===== config.mk =====
export PLATFORM = sky130hd
export DESIGN_NAME = seg_serial_tx_flat
export DESIGN_NICKNAME = d
export VERILOG_FILES = /design/src/rtl/seg_serial_tx_pkg.sv /design/src/rtl/seg_serial_tx_if.sv /design/src/rtl/seg_serial_tx_tick.sv /design/src/rtl/seg_serial_tx.sv /design/src/flat_wrapper.sv
export SDC_FILE = /design/constraint.sdc
export NUM_CORES = 1
export LEC_CHECK = 0
export ABC_AREA = 1
export BUFFER_PORTS_ARGS = -buffer_cell sky130_fd_sc_hd__buf_2
export CAP_MARGIN = 10
export CORE_AREA = 5 5 71 121
export CTS_BUF_LIST = sky130_fd_sc_hd__clkbuf_8
export DETAILED_ROUTE_END_ITERATION = 10
export DIE_AREA = 0 0 76 126
export PLACE_DENSITY_LB_ADDON = 0.12
export SETUP_SLACK_MARGIN = 0.15
export SKIP_CTS_REPAIR_TIMING = 1
export SLEW_MARGIN = 25
export SYNTH_ARGS = -nofsm -noshare
export SYNTH_HDL_FRONTEND = slang
export SYNTH_HIERARCHICAL = 1
export SYNTH_SLANG_ARGS = --single-unit

===== constraint.sdc =====
create_clock -name clk -period 1.55 [get_ports clk]
set_input_delay 0 -clock clk [delete_from_list [all_inputs] [get_ports clk]]
set_output_delay 0 -clock clk [all_outputs]
set_load 0.005 [all_outputs]

===== src/rtl/seg_serial_tx_pkg.sv =====
// Shared types and defaults for the seven-segment serial transmitter.
package seg_tx_pkg;

  localparam int DATA_W_DEF = 64;  // eight segment bytes
  localparam int DIV_DEF    = 2;   // serial-clock half-period in clk cycles
  localparam int DIGITS     = 8;   // byte lanes in one frame

  typedef enum logic [1:0] {
    IDLE,
    SHIFT,
    LATCH
  } state_t;

endpackage


===== src/rtl/seg_serial_tx_if.sv =====
// Frame request and board-side pins of the segment transmitter.
interface seg_serial_tx_if
  import seg_tx_pkg::*;
#(
  parameter int DATA_W = DATA_W_DEF
);

  logic              start;
  logic [DATA_W-1:0] par_data;
  logic              busy;
  logic              done;
  logic              s_clk;
  logic              s_dat;
  logic              s_latch;
  logic              s_clrn;

  // upstream segment stage
  modport master (
    output start, par_data,
    input  busy, done, s_clk, s_dat, s_latch, s_clrn
  );

  // transmitter
  modport slave (
    input  start, par_data,
    output busy, done, s_clk, s_dat, s_latch, s_clrn
  );

endinterface


===== src/rtl/seg_serial_tx_tick.sv =====
// Phase counter: one-cycle tick every DIV cycles while enabled.
module seg_tx_tick #(
  parameter int DIV = 2
) (
  input  logic clk,
  input  logic rst,
  input  logic en,
  output logic tick
);

  localparam int PW = $clog2(DIV) + 1;
  localparam logic [PW-1:0] LAST = PW'(DIV - 1);

  logic [PW-1:0] cnt;

  // tick is the last cycle of the current phase
  assign tick = en && (cnt == LAST);

  // count within a phase; parked at zero while disabled so every frame
  // starts a fresh phase on the accepting edge
  always_ff @(posedge clk) begin
    if (rst || !en)  cnt <= '0;
    else if (tick)   cnt <= '0;
    else             cnt <= cnt + 1'b1;
  end

endmodule


===== src/rtl/seg_serial_tx.sv =====
// Shifts a 64-bit segment frame MSB-first into the daisy-chained 595s,
// then pulses the latch. One frame per accepted start.
module seg_serial_tx
  import seg_tx_pkg::*;
#(
  parameter int DATA_W = DATA_W_DEF,
  parameter int DIV    = DIV_DEF
) (
  input  logic            clk,
  input  logic            rst,
  seg_serial_tx_if.slave  bus
);

  localparam int BW = $clog2(DATA_W);
  localparam logic [BW-1:0] LAST_BIT = BW'(DATA_W - 1);

  state_t            state, state_d;
  logic [DATA_W-1:0] sr, sr_d;
  logic [BW-1:0]     bit_cnt, bit_d;
  logic              hi, hi_d;       // 1 while in the high half of a bit
  logic              done_d;
  logic              tick;

  seg_tx_tick #(.DIV(DIV)) u_tick (
    .clk  (clk),
    .rst  (rst),
    .en   (state != IDLE),
    .tick (tick)
  );

  // state, shift register, bit counter and phase flag
  always_ff @(posedge clk) begin
    if (rst) begin
      state   <= IDLE;
      sr      <= '0;
      bit_cnt <= '0;
      hi      <= 1'b0;
    end else begin
      state   <= state_d;
      sr      <= sr_d;
      bit_cnt <= bit_d;
      hi      <= hi_d;
    end
  end

  // next state: low half, high half, shift at the end of each high half
  always_comb begin
    state_d = state;
    sr_d    = sr;
    bit_d   = bit_cnt;
    hi_d    = hi;
    done_d  = 1'b0;
    case (state)
      IDLE: begin
        if (bus.start) begin
          state_d = SHIFT;
          sr_d    = bus.par_data;
          bit_d   = '0;
          hi_d    = 1'b0;
        end
      end
      SHIFT: begin
        if (tick) begin
          if (!hi) begin
            hi_d = 1'b1;
          end else begin
            hi_d  = 1'b0;
            sr_d  = {sr[DATA_W-2:0], 1'b0};
            bit_d = bit_cnt + 1'b1;
            if (bit_cnt == LAST_BIT) state_d = LATCH;
          end
        end
      end
      LATCH: begin
        if (tick) begin
          state_d = IDLE;
          done_d  = 1'b1;
        end
      end
      default: state_d = IDLE;
    endcase
  end

  // pins are registered off the next-state values so they line up with state
  always_ff @(posedge clk) begin
    if (rst) begin
      bus.busy    <= 1'b0;
      bus.done    <= 1'b0;
      bus.s_clk   <= 1'b0;
      bus.s_dat   <= 1'b0;
      bus.s_latch <= 1'b0;
    end else begin
      bus.busy    <= (state_d != IDLE);
      bus.done    <= done_d;
      bus.s_clk   <= (state_d == SHIFT) && hi_d;
      bus.s_dat   <= (state_d == SHIFT) && sr_d[DATA_W-1];
      bus.s_latch <= (state_d == LATCH);
    end
  end

  // external clear follows reset, one edge late
  always_ff @(posedge clk) begin
    bus.s_clrn <= ~rst;
  end

endmodule


===== src/flat_wrapper.sv =====
// flat-port wrapper written by rule: the top's interface ports become plain ports
module seg_serial_tx_flat import seg_tx_pkg::*;
#(
  parameter int DATA_W = DATA_W_DEF,
  parameter int DIV    = DIV_DEF
)
  (clk, rst, bus_start, bus_par_data, bus_busy, bus_done, bus_s_clk, bus_s_dat, bus_s_latch, bus_s_clrn);
  seg_serial_tx_if #(.DATA_W(DATA_W)) bus_i ();
  input  logic clk;
  input  logic rst;
  input wire logic [$bits(bus_i.start)-1:0] bus_start;
  input wire logic [$bits(bus_i.par_data)-1:0] bus_par_data;
  output wire logic [$bits(bus_i.busy)-1:0] bus_busy;
  output wire logic [$bits(bus_i.done)-1:0] bus_done;
  output wire logic [$bits(bus_i.s_clk)-1:0] bus_s_clk;
  output wire logic [$bits(bus_i.s_dat)-1:0] bus_s_dat;
  output wire logic [$bits(bus_i.s_latch)-1:0] bus_s_latch;
  output wire logic [$bits(bus_i.s_clrn)-1:0] bus_s_clrn;
  assign bus_i.start = bus_start;
  assign bus_i.par_data = bus_par_data;
  assign bus_busy = bus_i.busy;
  assign bus_done = bus_i.done;
  assign bus_s_clk = bus_i.s_clk;
  assign bus_s_dat = bus_i.s_dat;
  assign bus_s_latch = bus_i.s_latch;
  assign bus_s_clrn = bus_i.s_clrn;
  seg_serial_tx #(.DATA_W(DATA_W), .DIV(DIV)) u_core (.clk(clk), .rst(rst), .bus(bus_i));
endmodule

==> results.json, run 1 <==
{
  "status": "finished with violations",
  "violations_in_the_final_reports": "hold timing, setup timing",
  "drt_iter0_markers": 273,
  "cts.root.buffer_cell": "sky130_fd_sc_hd__clkbuf_8",
  "critical_path.n_buffers_inverters": 5,
  "yosys.cell_types.count": 25,
  "worst_r2r_endpoint": "u_core/sr[54]$_SDFFE_PP0P_",
  "slowest_library_cell_on_the_worst_path": "sky130_fd_sc_hd__dfxtp_1",
  "initial_antenna_violation_count": 0,
  "gr-total-overflow": 0,
  "nets_in_the_synthesized_netlist": 641,
  "maxSlewHeadroom_pct": 73.3,
  "worstReg2RegStart": "u_core/u_tick/cnt[1]$_SDFF_PP0_",
  "clock_sinks": 81,
  "die-height_um": 126,
  "power_leakage_nw": 2.66,
  "post_synth.cell_area_avg_sq_um": 6.55,
  "detailed_routing_iterations_pass_1": 4,
  "synth_sequential_area_ratio_pct": 43.3,
  "critical_path.top_delay_family": "buffers and inverters",
  "skew_ps": 8.43,
  "global_route.peak_usage_layer": "met2",
  "antenna_cells_inserted": 0,
  "die-area_sq_mm": 0.00958,
  "cell_depth_of_the_worst_min_delay_path": 5,
  "max-clock-path-buffers": 2,
  "power.internal_mw": 3.26,
  "detailroute.via_count": 3955,
  "initial_core_util_pct": 49.9,
  "placementRows": 42,
  "rsz_0062_raised_after_global_routing": "yes",
  "combPwrFrac_pct": 20.7,
  "routed_wl_mm": 10.9,
  "irDropWorstVdd_mv": 0.913,
  "layoutNonFillerInstCount": 781,
  "final_common_cell": "sky130_fd_sc_hd__nand2_1",
  "synth.ff_latch_count": 81,
  "worstSkewPairLatency_ps": 350,
  "max-cap-violations": 0,
  "first_pass_grt_wire_length_mm": 14.6,
  "synth.yosys.warnings": 6,
  "largest_net_degree_at_the_start_of_global_routing": 49,
  "fillerInstances": 624,
  "timing.final.hold_violations": 19,
  "area_growth_pct": 46.1,
  "post_synth_inst_count": 572,
  "power.share.switching_pct": 28.0,
  "gpl.final_weighted_congestion": 0.771,
  "cell_depth_of_the_worst_setup_path": 12,
  "cp-start-kind": "flip-flop",
  "ioPinCount": 73,
  "critical-path-max-stage-delay_ps": 300,
  "cts_htree_levels": 3,
  "sequentialPowerShare_pct": 50.8,
  "mostFrequentLayoutCells": "sky130_fd_sc_hd__nand2_1 (169), sky130_fd_sc_hd__nor2_1 (89), sky130_fd_sc_hd__dfxtp_1 (77)",
  "hp-start": "bus_par_data[9]",
  "post_route_cells_drive_above_1_share_pct": 33.3,
  "detail_route.wl_per_cell_um": 14.0,
  "detailedPlace.worstSlack_ps": -3.62,
  "finalCritPeriodShare_pct": 102,
  "design.final.nets": 758,
  "setup.reg_to_reg.worst_slack_ps": -30,
  "power_density_mw_per_mm2": 828,
  "syn-cell-area_sq_mm": 0.00375,
  "timing.hold.worst.class": "in -> reg",
  "cts.clk_slew.worst_paths_ps": 70,
  "die-width_um": 76,
  "core_sq_mm": 0.00751,
  "ant_nets": 0,
  "io_buffers": 72,
  "path_class": "reg -> reg",
  "tmin_final_ps": 1580,
  "whs_ps": -30.2,
  "multi_input_area_sq_mm": 0.00219,
  "register_to_register_path_depth": 12,
  "finish.instance_area_sq_mm": 0.00547,
  "drc": 0,
  "critical_path.max_fanout": 8,
  "cts_tree": "done",
  "global_route.usage.met1_pct": 19.4,
  "detailed_place.area_sq_mm": 0.00424,
  "first_global_vias": 3437,
  "timing.critical_path.to_type": "flip-flop",
  "area.sequential_sq_mm": 0.00163,
  "via_per_inst": 5.06,
  "p_sw_mw": 1.27,
  "dp.final_hpwl_mm": 5.83,
  "setup_ws_ps": -30.7,
  "total_routing_resource_utilization_after_global_routing_pct": 18.1,
  "worst_hold_path.endpoint": "u_core/sr[9]$_SDFFE_PP0P_",
  "numPlacedInstances": 716,
  "clkPwrFrac_pct": 28.5,
  "final-setup-viol-count": 26,
  "arrival_ps": 1820,
  "grt.met2_usage_pct": 32.8,
  "fmaxAchievable_mhz": 633,
  "timing.critical_path.cells": "inv_1 > ha_2 > nand2_2 > inv_2 > nand2_4 > inv_4 > nand2_4 > nand2_8 > clkinv_8 > clkbuf_16 > nor2_1 > nor2_1",
  "timing.final.max_slew_violations": 0,
  "critPathRequiredTime_ps": 1790,
  "groute.layer.met3.usage_pct": 5.79,
  "worst_slew_pin_slew_ps": 400,
  "numCtsBuffers": 9
}
## Yosys cell counts
| library cell | number | area share, % |
|---|---|---|
| sky130_fd_sc_hd__buf_8 | 1 | 0.40 |
| sky130_fd_sc_hd__o21ai_1 | 10 | 1.3 |
| sky130_fd_sc_hd__nand4_1 | 1 | 0.17 |
| sky130_fd_sc_hd__inv_1 | 19 | 1.9 |
| sky130_fd_sc_hd__nor2_2 | 2 | 0.33 |
| sky130_fd_sc_hd__buf_6 | 7 | 2.1 |
| sky130_fd_sc_hd__nand2_1 | 203 | 20 |
| sky130_fd_sc_hd__nand3_1 | 8 | 1.1 |
| sky130_fd_sc_hd__nor2_1 | 135 | 14 |
| sky130_fd_sc_hd__o21ai_0 | 57 | 7.6 |
| sky130_fd_sc_hd__ha_1 | 2 | 0.67 |
| sky130_fd_sc_hd__dfxtp_1 | 81 | 43 |
| sky130_fd_sc_hd__clkbuf_1 | 5 | 0.50 |
| sky130_fd_sc_hd__nor2_4 | 2 | 0.60 |
| sky130_fd_sc_hd__o21a_1 | 2 | 0.40 |
| sky130_fd_sc_hd__nand2_4 | 2 | 0.60 |
| sky130_fd_sc_hd__buf_4 | 1 | 0.20 |
| sky130_fd_sc_hd__a22oi_2 | 1 | 0.33 |
| sky130_fd_sc_hd__inv_2 | 4 | 0.40 |
| sky130_fd_sc_hd__nor4_1 | 1 | 0.17 |
| sky130_fd_sc_hd__buf_2 | 19 | 2.5 |
| sky130_fd_sc_hd__nand3_2 | 2 | 0.53 |
| sky130_fd_sc_hd__nor3_1 | 2 | 0.27 |
| sky130_fd_sc_hd__a21oi_1 | 4 | 0.53 |
| sky130_fd_sc_hd__nand2_2 | 1 | 0.17 |
## per-stage QoR
step	utilization [%]	setup TNS, ps	power (mW)
floorplan	-	0	2.76
global placement	56.5	0	2.95
detailed placement	56.5	-6.22	2.97
CTS	58.6	-36.0	4.24
global route	72.8	-5890	4.78
finish	72.8	-340	4.53
## worst max path at each step
stage	from	to
floorplan	u_core/state[1]$_SDFF_PP0_	u_core/sr[10]$_SDFFE_PP0P_
global placement	u_core/u_tick/cnt[0]$_SDFF_PP0_	u_core/sr[15]$_SDFFE_PP0P_
detailed placement	u_core/u_tick/cnt[0]$_SDFF_PP0_	u_core/bit_cnt[2]$_SDFFE_PP0P_
CTS	u_core/u_tick/cnt[0]$_SDFF_PP0_	u_core/bit_cnt[2]$_SDFFE_PP0P_
global route	u_core/u_tick/cnt[1]$_SDFF_PP0_	u_core/sr[58]$_SDFFE_PP0P_
finish	u_core/u_tick/cnt[1]$_SDFF_PP0_	u_core/sr[54]$_SDFFE_PP0P_
## sequential cells by signal, indices dropped and copies added (netlist names), 2 cells and up
register           cells
u_core/bit_cnt         6
u_core/sr             64
u_core/state           2
u_core/u_tick/cnt      2
## layout make-up
class / instances / area share (%)
multi-input combinational: 435 / 40.0
sequential: 81 / 29.7
timing repair buffer: 138 / 23.3
clock buffer: 10 / 2.51
tap: 88 / 2.01
inverter: 23 / 1.90
clock inverter: 5 / 0.343
timing repair inverter: 1 / 0.160
## metal layers
metal / vias to the layer above / routed length [um]
met3: 22 / 554
met5: - / 0
met1: 1811 / 4290
met4: 0 / 320
met2: 107 / 5750
li1: 2015 / -
## power by group through the flow
stage          registers (mW)  clock network, mW  logic [mW]
2_1_floorplan            2.32                  0       0.435
3_3_place_gp             2.33                  0       0.616
3_5_place_dp             2.34                  0       0.630
4_1_cts                  2.29               1.31       0.633
5_1_grt                  2.32               1.43        1.03
6_report                 2.30               1.29       0.939
## logic make-up after synthesis
family,synth area share (%)
compound gates,10.2
flops,43.3
fa+ha+maj,0.668
buf+inv,8.05
simple gates,37.8
## worst register-to-register path: cells and delay by family (launching register included)
family                     cells  cell delay [ps]
adders and majority gates      1              170
buffers and inverters          5              520
DFF                            1              300
and+or+nand+nor                6              490
No activity file was read; power rests on OpenSTA's default activity.
==> run 2, diff against run 1 <==
--- a/config.mk
+++ b/config.mk
@@ -5,13 +5,12 @@
 export SDC_FILE = /design/constraint.sdc
 export NUM_CORES = 1
 export LEC_CHECK = 0
-export ABC_AREA = 1
 export BUFFER_PORTS_ARGS = -buffer_cell sky130_fd_sc_hd__buf_2
 export CAP_MARGIN = 10
-export CORE_AREA = 5 5 71 121
+export CORE_AREA = 5 5 68 117
 export CTS_BUF_LIST = sky130_fd_sc_hd__clkbuf_8
 export DETAILED_ROUTE_END_ITERATION = 10
-export DIE_AREA = 0 0 76 126
+export DIE_AREA = 0 0 73 122
 export PLACE_DENSITY_LB_ADDON = 0.12
 export SETUP_SLACK_MARGIN = 0.15
 export SKIP_CTS_REPAIR_TIMING = 1
==> run 2 against run 1 <==
  * The run still ends with hold timing, setup timing left
  * Register-to-register slack got worse by 60 ps
  * Combinational power is 27% lower
  * Design area decreased by 5.7%
==> results.json, run 2 <==
{
  "timing.final.max_slew_violations": 0,
  "finalCritPeriodShare_pct": 106,
  "timing.final.hold_violations": 2,
  "die-height_um": 122,
  "tmin_final_ps": 1640,
  "cts_tree": "done",
  "final_common_cell": "sky130_fd_sc_hd__dfxtp_1",
  "gpl.final_weighted_congestion": 0.873,
  "drt-met1-wl_mm": 3.75,
  "drt_iter0_markers": 265,
  "largest-register": "u_core/sr",
  "cell_type_with_the_highest_aggregate_area_in_the_netlist": "sky130_fd_sc_hd__dfxtp_1",
  "detailed_place.area_sq_mm": 0.00394,
  "critical_path.n_buffers_inverters": 3,
  "initial_core_util_pct": 47.9,
  "largest_net_degree_at_the_start_of_global_routing": 35,
  "power_leakage_nw": 1.94,
  "antenna_cells_inserted": 0,
  "edff_count_synth": 0,
  "status": "finished with violations",
  "yosys.cell_types.count": 36,
  "area_growth_pct": 54.4,
  "skew_ps": 6.06,
  "cell_depth_of_the_worst_setup_path": 8,
  "arrival_ps": 1930,
  "post-synth-top-area-fraction_pct": 48.5,
  "synth.yosys.warnings": 6,
  "synth-async-reset-ratio_pct": 0,
  "synth_sequential_area_ratio_pct": 48.5,
  "post_synth.cell_area_avg_sq_um": 9.08,
  "timing.critical_path.to_type": "flip-flop",
  "path_class": "reg -> reg",
  "post_synth_main_area_contributors": "sky130_fd_sc_hd__dfxtp_1 (49%), sky130_fd_sc_hd__a22oi_1 (14%), sky130_fd_sc_hd__a21oi_1 (11%)",
  "design.final.nets": 575,
  "timing.critical_path.cells": "or2_4 > and2_4 > nand4b_1 > buf_6 > buf_6 > buf_12 > nand3_1 > a21oi_2",
  "syn-cell-area_sq_mm": 0.00334,
  "critPathRequiredTime_ps": 1830,
  "synth_top_family_by_area": "compound AO/OA/AOI/OAI gates",
  "max-clock-path-buffers": 2,
  "mostFrequentLayoutCells": "sky130_fd_sc_hd__dfxtp_1 (78), sky130_fd_sc_hd__buf_2 (72), sky130_fd_sc_hd__nand3_1 (61)",
  "synth_flop_cell": "sky130_fd_sc_hd__dfxtp_1",
  "violations_in_the_final_reports": "hold timing, setup timing",
  "setup_ws_ps": -91.9,
  "first_pass_grt_wire_length_mm": 12.9,
  "irDropWorstVdd_mv": 0.799,
  "post_synth_inst_count": 368,
  "yosys.area_share.xor_xnor_pct": 0,
  "fmaxAchievable_mhz": 609,
  "synth-adder-area-share_pct": 0.749,
  "cts_htree_levels": 3,
  "via_per_inst": 5.72,
  "met3_wirelength_um": 392,
  "core_sq_mm": 0.00698,
  "synth.area.mux_share_pct": 0.899,
  "finish.instance_area_sq_mm": 0.00516,
  "maxSlewHeadroom_pct": 61.3,
  "ioPinCount": 73,
  "clock_sinks": 81,
  "met2WireLength_mm": 5.37,
  "dp.final_hpwl_mm": 5.53,
  "complex_gate_fraction_of_the_synthesized_area_pct": 27.3,
  "critical_path.max_fanout": 17,
  "total_routing_resource_utilization_after_global_routing_pct": 18.1,
  "synth-simple-area-share_pct": 16.0,
  "p_sw_mw": 1.09,
  "worstSkewPairLatency_ps": 350,
  "layout_top_registers": "u_core/sr (64), u_core/bit_cnt (6)",
  "max-cap-violations": 0,
  "detailroute.via_count": 3407,
  "final-setup-viol-count": 47,
  "critical-path-max-stage-delay_ps": 360,
  "critical_path.top_delay_family": "simple AND/OR/NAND/NOR gates",
  "first_global_vias": 2869,
  "synth_most_common_cell": "sky130_fd_sc_hd__dfxtp_1",
  "synth_commonest_cells": "sky130_fd_sc_hd__dfxtp_1 (81), sky130_fd_sc_hd__a21oi_1 (72), sky130_fd_sc_hd__nand3_1 (70)",
  "setup-tns-final_ps": -1190,
  "gr-total-overflow": 0,
  "synth.ff_latch_count": 81,
  "area.sequential_sq_mm": 0.00163,
  "routed_wl_mm": 9.69,
  "timing.hold.worst.class": "in -> reg",
  "rsz_0062_raised_after_global_routing": "yes",
  "post_route_cells_drive_above_1_share_pct": 36.7,
  "power.internal_mw": 3.37,
  "slowest_library_cell_on_the_worst_path": "sky130_fd_sc_hd__dfxtp_4",
  "multi_input_area_sq_mm": 0.00179,
  "detail_route.wl_per_cell_um": 16.3,
  "nets_in_the_synthesized_netlist": 437,
  "power_density_mw_per_mm2": 863,
  "critical_path.most_common_cell": "sky130_fd_sc_hd__buf_6",
  "ant_nets": 0,
  "drc": 0,
  "cts.clk_slew.worst_paths_ps": 70,
  "die-width_um": 73,
  "fillerInstances": 533,
  "placementRows": 41,
  "io_buffers": 72,
  "dr.max_layer_used": "met4",
  "numCtsBuffers": 9,
  "whs_ps": -42.4,
  "cp-start-kind": "flip-flop",
  "initial_antenna_violation_count": 0,
  "cell_depth_of_the_worst_min_delay_path": 3,
  "largest_register_ff_count": 64,
  "combPwrFrac_pct": 15.3,
  "sequentialPowerShare_pct": 50.6,
  "detailed_routing_iterations_pass_1": 5,
  "register_to_register_path_depth": 8,
  "die-area_sq_mm": 0.00891,
  "cts.root.buffer_cell": "sky130_fd_sc_hd__clkbuf_8",
  "clkPwrFrac_pct": 34.0,
  "power.share.switching_pct": 24.4,
  "worst_slew_pin_slew_ps": 580
}
run 2: cell types whose count changed after synthesis, moves of 10 or more:
cell,delta
sky130_fd_sc_hd__nand3_1,+62
sky130_fd_sc_hd__nor2_1,-135
sky130_fd_sc_hd__nand2_1,-201
sky130_fd_sc_hd__a22oi_1,+63
sky130_fd_sc_hd__a21oi_1,+68
sky130_fd_sc_hd__inv_1,-15
sky130_fd_sc_hd__o21ai_1,-10
sky130_fd_sc_hd__o21ai_0,-54
sky130_fd_sc_hd__clkbuf_1,+10
run 2: through the flow:
stage	setup WS (ps)	instances	util, %	hold slack, ps	total power [mW]
5_1_grt	-156	596	74.0	4.05	4.66
4_1_cts	-145	529	59.3	-125	4.30
2_1_floorplan	-112	368	-	66.6	2.60
3_5_place_dp	-108	514	56.5	259	2.78
6_report	-91.9	596	74.0	-42.4	4.46
3_3_place_gp	-37.6	514	56.5	242	2.77
run 2: kinds of logic after synthesis:
family,Yosys count
adder cells (fa/ha/maj),2
AO/OA/AOI/OAI,145
multiplexers,3
buffers and inverters,44
flip-flops,81
AND/OR/NAND/NOR,93
run 2: final timing paths:
path                                                       from  slack (ps)                              end
worst max-delay path                 u_core/state[1]$_SDFF_PP0_         -90       u_core/sr[10]$_SDFFE_PP0P_
worst min-delay path                           bus_par_data[26]         -40       u_core/sr[26]$_SDFFE_PP0P_
worst max register to register       u_core/state[1]$_SDFF_PP0_         -90       u_core/sr[10]$_SDFFE_PP0P_
worst min register to register  u_core/u_tick/cnt[0]$_SDFF_PP0_         440  u_core/u_tick/cnt[0]$_SDFF_PP0_
run 2: power groups by stage:
stage               sequential (mW)  clock [mW]  combinational, mW
floorplan                      2.28           0              0.311
global placement               2.29           0              0.474
detailed placement             2.30           0              0.485
CTS                            2.25        1.56              0.487
global route                   2.27        1.65              0.739
finish                         2.26        1.52              0.683
run 2: layout make-up:
class	count	share of cell area, %
inverter	4	0.291
sequential	81	31.5
clock buffer	11	2.93
clock inverter	4	0.848
multi-input combinational	243	34.7
timing repair buffer	167	27.6
tap	86	2.08
run 2: worst min-delay path: cells and delay by family:
kind                   cells  cell delay, ps
buffers and inverters      1              80
AO/OA/AOI/OAI              2             190
run 2: metal layers:
metal | global-route usage (%) | vias to the layer above
met5 | 0 | -
met4 | 9.01 | 0
met3 | 3.47 | 16
met2 | 30.9 | 89
met1 | 21.2 | 1635
li1 | - | 1667
